File: config.mk
export PLATFORM = sky130hd
export DESIGN_NAME = mux_4to1_rr
export DESIGN_NICKNAME = d
export VERILOG_FILES = /design/src/rtl/mux_4to1_rr.sv
export SDC_FILE = /design/constraint.sdc
export NUM_CORES = 1
export LEC_CHECK = 0
export CAP_MARGIN = 20
export CORE_ASPECT_RATIO = 1.2
export CORE_UTILIZATION = 39
export CTS_BUF_LIST = sky130_fd_sc_hd__clkbuf_4 sky130_fd_sc_hd__clkbuf_8
export DETAILED_ROUTE_END_ITERATION = 10
export GPL_TIMING_DRIVEN = 0
export PLACE_DENSITY = 0.83
export SLEW_MARGIN = 15
export SYNTH_ARGS = -nofsm -noshare
export SYNTH_HDL_FRONTEND = slang
export SYNTH_SLANG_ARGS = --single-unit
File: constraint.sdc
create_clock -name clk -period 1.9 [get_ports clk]
set_input_delay 0.285 -clock clk [delete_from_list [all_inputs] [get_ports clk]]
set_output_delay 0.285 -clock clk [all_outputs]
set_load 0.01 [all_outputs]
File: src/rtl/mux_4to1_rr.sv
// 4:1 valid/ready stream merger, round-robin arbitration, registered output.
// Define MUX_FIXED_PRIO_EN for fixed priority (source 0 highest).
module mux_4to1_rr #(
  parameter int WIDTH = 8
) (
  input  logic             clk,
  input  logic             rst_n,
  input  logic [WIDTH-1:0] in0,
  input  logic [WIDTH-1:0] in1,
  input  logic [WIDTH-1:0] in2,
  input  logic [WIDTH-1:0] in3,
  input  logic [3:0]       in_valid,
  output logic [3:0]       in_ready,
  output logic [WIDTH-1:0] out,
  output logic [1:0]       out_sel,
  output logic             out_valid,
  input  logic             out_ready
);

  logic             load;
  logic             hit;
  logic [1:0]       gidx;
  logic [1:0]       idx;
  logic [3:0]       gnt;
  logic [WIDTH-1:0] din;

`ifndef MUX_FIXED_PRIO_EN
  logic [1:0] last;
`endif

  assign load = !out_valid || out_ready;

  // Scan from the slot after the last grant, wrapping 3 -> 0.
  always_comb begin
    hit  = 1'b0;
    gidx = 2'd0;
    idx  = 2'd0;
    for (int k = 0; k < 4; k++) begin
`ifdef MUX_FIXED_PRIO_EN
      idx = 2'(k);
`else
      idx = last + 2'(k) + 2'd1;
`endif
      if (!hit && in_valid[idx]) begin
        hit  = 1'b1;
        gidx = idx;
      end
    end
  end

  always_comb begin
    gnt = 4'b0000;
    if (rst_n && load && hit)
      gnt[gidx] = 1'b1;
  end

  assign in_ready = gnt;

  always_comb begin
    din = in0;
    case (gidx)
      2'd1:    din = in1;
      2'd2:    din = in2;
      2'd3:    din = in3;
      default: din = in0;
    endcase
  end

  always_ff @(posedge clk or negedge rst_n) begin
    if (!rst_n) begin
      out       <= '0;
      out_sel   <= 2'd0;
      out_valid <= 1'b0;
`ifndef MUX_FIXED_PRIO_EN
      last      <= 2'd3;
`endif
    end else if (load) begin
      if (hit) begin
        out       <= din;
        out_sel   <= gidx;
        out_valid <= 1'b1;
`ifndef MUX_FIXED_PRIO_EN
        last      <= gidx;
`endif
      end else begin
        out_valid <= 1'b0;
      end
    end
  end

endmodule

* After elaboration in Yosys (flattened, before gate mapping)
Index checks and enable logic that the tools add are counted. Widths: inputs -> output; s select.
Word-level totals: register bits 13, bits of input ports 39
Cells by class: $add $sub $neg 6, $lt $le $gt $ge 6, equal/unequal tests 3, mux-type cells 21, reduce and logical (&&, ||, !) cells 12
Operators by type and width (count):
- $pmux 8 s3 | 1
- $lt 2x3->1 const B | 5
- $mux 1 | 10
- $add 2x1->2 const B | 4
- $bmux 1 s2 | 4
- $mux 2 | 4
- $logic_and 1x1->1 | 6
- $add 2x2->2 const B | 2
- $eq 2x2->1 const B | 2
- $logic_not 1->1 | 4
- $mux 4 | 1
- $demux 1 s2 | 1
- $eq 2x1->1 const B | 1
- $ge 2x1->1 const B | 1
- $reduce_and 2->1 | 1
- $logic_or 1x1->1 | 1

* Depth between registers and ports, before layout
depth in word-level cells 18, depth in mapped cells 7, gate-level depth less buffers 5

* Worst setup path after synthesis
No wires, ideal clock.
path type register to output, from register last[1], to output in_ready[0], arrival 1467 ps, data required time 1615 ps, path slack 148 ps, stages on the path, launching flop included 8, cell sequence dfstp_2 -> clkbuf_1 -> o21ai_0 -> nor2_1 -> nor3_1 -> buf_2 -> nand3b_1 -> nor2_1
Between the ends: cells in the longest elaborated chain, start to end 18, elaborated cells on any way between the ends 35, those cells by class add/sub: 6; order compare: 2; mux: 19; reduce/logical: 8
Ends and longest elaborated chain:
- from (decl) | line 28 | logic [1:0] last;
- from (signal assigned) | line 83 | last <= gidx;
- branches (longest 17 deep; another with $add 2x1->2)
- $mux 4 * | line 53 | if (rst_n && load && hit)
- to (decl) | line 13 | output logic [3:0] in_ready,
Mark *: on every way between the ends. The select of a mux whose other input is x is not followed.

* Worst setup path after layout
Ends and elaborated chain as after synthesis.

==> flow_summary.yaml <==
run_status:
  status: "finished, violations left"
  violations: "negative setup slack"
pwr:
  p_switching_mw: 0.5006
  power_density_nw_per_um2: 790.6
  clockPowerShare_pct: 13.9
  p_leak_nw: 0.7705
  switching_share_pct: 36.07
  internal_power_mw: 0.8872
  combPwrFrac_pct: 57.3
  vdd_drop_max_mv: 0.5605
  seqPwrFrac_pct: 28.8
synthesis:
  synth_area_leaders: "dfrtp_1 (29%), mux2i_1 (8.5%), a211o_1 (7.4%)"
  synthesis.nets: 147
  synth.cell_area_um2: 940.9
  synthTopCellsByCount: "nand2_1 (15), dfrtp_1 (11), nor2_1 (10)"
  syn_avg_cell_area_um2: 8.712
  yosysTopAreaCell: "dfrtp_1"
  yosysWarnings: 0
  yosys_most_used_dff: "dfrtp_1"
  yosysMostFrequentCell: "nand2_1"
  synth_seq_cells: 13
  syn_inst: 108
  synth_edf_count: 0
  synth_cell_types: 28
  ys_seq_area_share_pct: 34.84
  synth_top_area_share_pct: 29.26
  async_reset_ff_share_pct: 100.0
job:
  drv_cap: 0
floorplan:
  coreArea_um2: 2282
  die_h_um: 55.81
  die_area_um2: 2614
  initial_core_util_pct: 41.23
  ios: 54
  placementRows: 19
  die_width_um: 46.84
timing:
  fmax_ghz: 0.5127
  setup_violations: 3
  worstMarginPinSlew_ps: 688.4
  final-hold-violation-count: 0
  period_share_pct: 102.7
  tns_ps: -57.76
  maxSlewViolCount: 0
  period_minus_slack_ps: 1950
  clock_skew_ps: 7.974
  setup_ws_ps: -50.46
  rsz0062_at_grt: "true"
  slew_headroom_pct: 54.10
worst_setup_path:
  rrSetupSlack_ps: 50
  worst-path-max-fanout: 4
  crit_path_start_kind: "flop"
  end_kind: "output port"
  cp_data_arrival_time_ps: 1670
  crit_required_ps: 1620
  path_class: "reg -> out"
final_layout:
  area_growth_pct: 86.57
  stdcell_count: 212
  regArea_um2: 327.8
  fillers: 161
  layout.nets: 221
  antenna_cells: 0
  multi_input_area_um2: 671.9
  fin_util_pct: 76.92
  drive_gt1_share_pct: 30.39
routing:
  ant_nets: 0
  via_per_inst: 5.684
  num_vias: 1205
  drtIter0Drc: 57
  firstDrtPassIters: 5
  wirelength_um: 3907
  wl_per_cell_um: 18.43
  drc_errors: 0
global_routing:
  grtUsageTotal_pct: 29.89
  grt-ovfl-total: 0
  grt_pass1_wl_um: 5671
  grt_pass1_vias: 1272
  grt_start_max_net_pins: 16
  antenna_found_initial: 0
place:
  place_inst: 192
  dpl.hpwl_um: 2183
  place_ws_ps: -795.4
  gp_congestion: 0.9396
  portBuffers: 53
clock_network:
  cts_max_level: 1
  clk_path_buf_depth: 2
  clk_latency_ps: 280
  cts_tree: "yes"
  cts_buffers: 3
  clock-sinks: 13
  ctsHoldBuffers: 0
  clk_pin_slew_worst_paths_ps: 90
  root_buffer: "clkbuf_4"
worst_hold_path:
  hold_class: "in -> async"
[metal layers]
metal  up-vias  track usage [%]  routed length (um)
met4         0            16.33                  66
met5         -                0                   0
met3         9            2.922                 277
li1        555                -                   -
met1       577            35.06                1489
met2        64            50.40                2073
[power groups by stage]
stage	Clock (mW)	Sequential [mW]	Combinational, mW
after floorplan	0	0.426	0.288
after global placement	0	0.396	0.590
after detailed placement	0	0.398	0.601
after CTS	0.194	0.396	0.736
after global routing	0.205	0.407	0.840
final	0.192	0.400	0.796
[sequential cells by signal, indices dropped and copies added, names as in the netlist]
name       flops
out            8
out_valid      1
out_sel        2
last           2
[cell usage in the layout, fill, tap and decap left out, types with 3 or more instances in the layout]
master	n
nor2_2	3
nand2_1	15
clkdlybuf4s50_1	44
buf_4	20
dfrtp_1	11
nand4_1	8
o211ai_1	8
buf_2	6
o31ai_1	8
a211o_1	8
clkbuf_4	4
nor2_1	7
mux2i_1	8
[through the flow]
stage / hold slack (ps) / power, mW / instance area, um^2
4_1_cts: 180.7 / 1.327 / 1698
3_3_place_gp: 468.6 / 0.9859 / 1510
5_1_grt: 199.4 / 1.453 / 1755
3_5_place_dp: 473.6 / 0.9986 / 1510
6_report: 146.2 / 1.388 / 1755
2_1_floorplan: -10.59 / 0.7135 / 940.9
[layout make-up]
type | count | area share (%)
plain buffers | 3 | 1.212
flip-flops and latches | 13 | 18.67
inverters | 1 | 0.2138
well taps | 31 | 2.210
repair buffers | 74 | 37.71
multi-input cells | 86 | 38.28
clock buffers | 4 | 1.711
[worst max-delay path: stages (launching register included)]
cell and delay, ps:
dfstp_2 580, o21ai_1 100, nor2_2 160, nor3_4 80, nand3b_1 190, nor2_1 140, buf_2 150
[logic make-up after synthesis]
logic type             count (synthesis)  synth area share [%]
and+or+nand+nor                       43                 23.54
muxes                                  8                 8.511
buffers and inverters                  9                 5.584
AOI/OAI and AO/OA                     35                 27.53
DFF                                   13                 34.84
[worst paths after layout]
path	from	cells after the start	end
setup / recovery	last[1]$_DFFE_PN1P_	6	in_ready[0]
hold / removal	rst_n	1	out[0]$_DFFE_PN0P_
setup reg to reg	last[0]$_DFFE_PN1P_	8	out[0]$_DFFE_PN0P_
hold reg to reg	out_sel[1]$_DFFE_PN0P_	2	out_sel[1]$_DFFE_PN0P_
max in group asynchronous	rst_n	1	out_sel[0]$_DFFE_PN0P_
min in group clk	in_valid[1]	3	out_valid$_DFFE_PN0N_
[repair_timing]
action / CTS / global route
setup buffers: 17 / 6
pin swaps: 7 / 10
resized for setup: 34 / 17
endpoints found under the setup margin: 12 / 12
cloned: 0 / 0
Power figures use the tool's default switching activity.
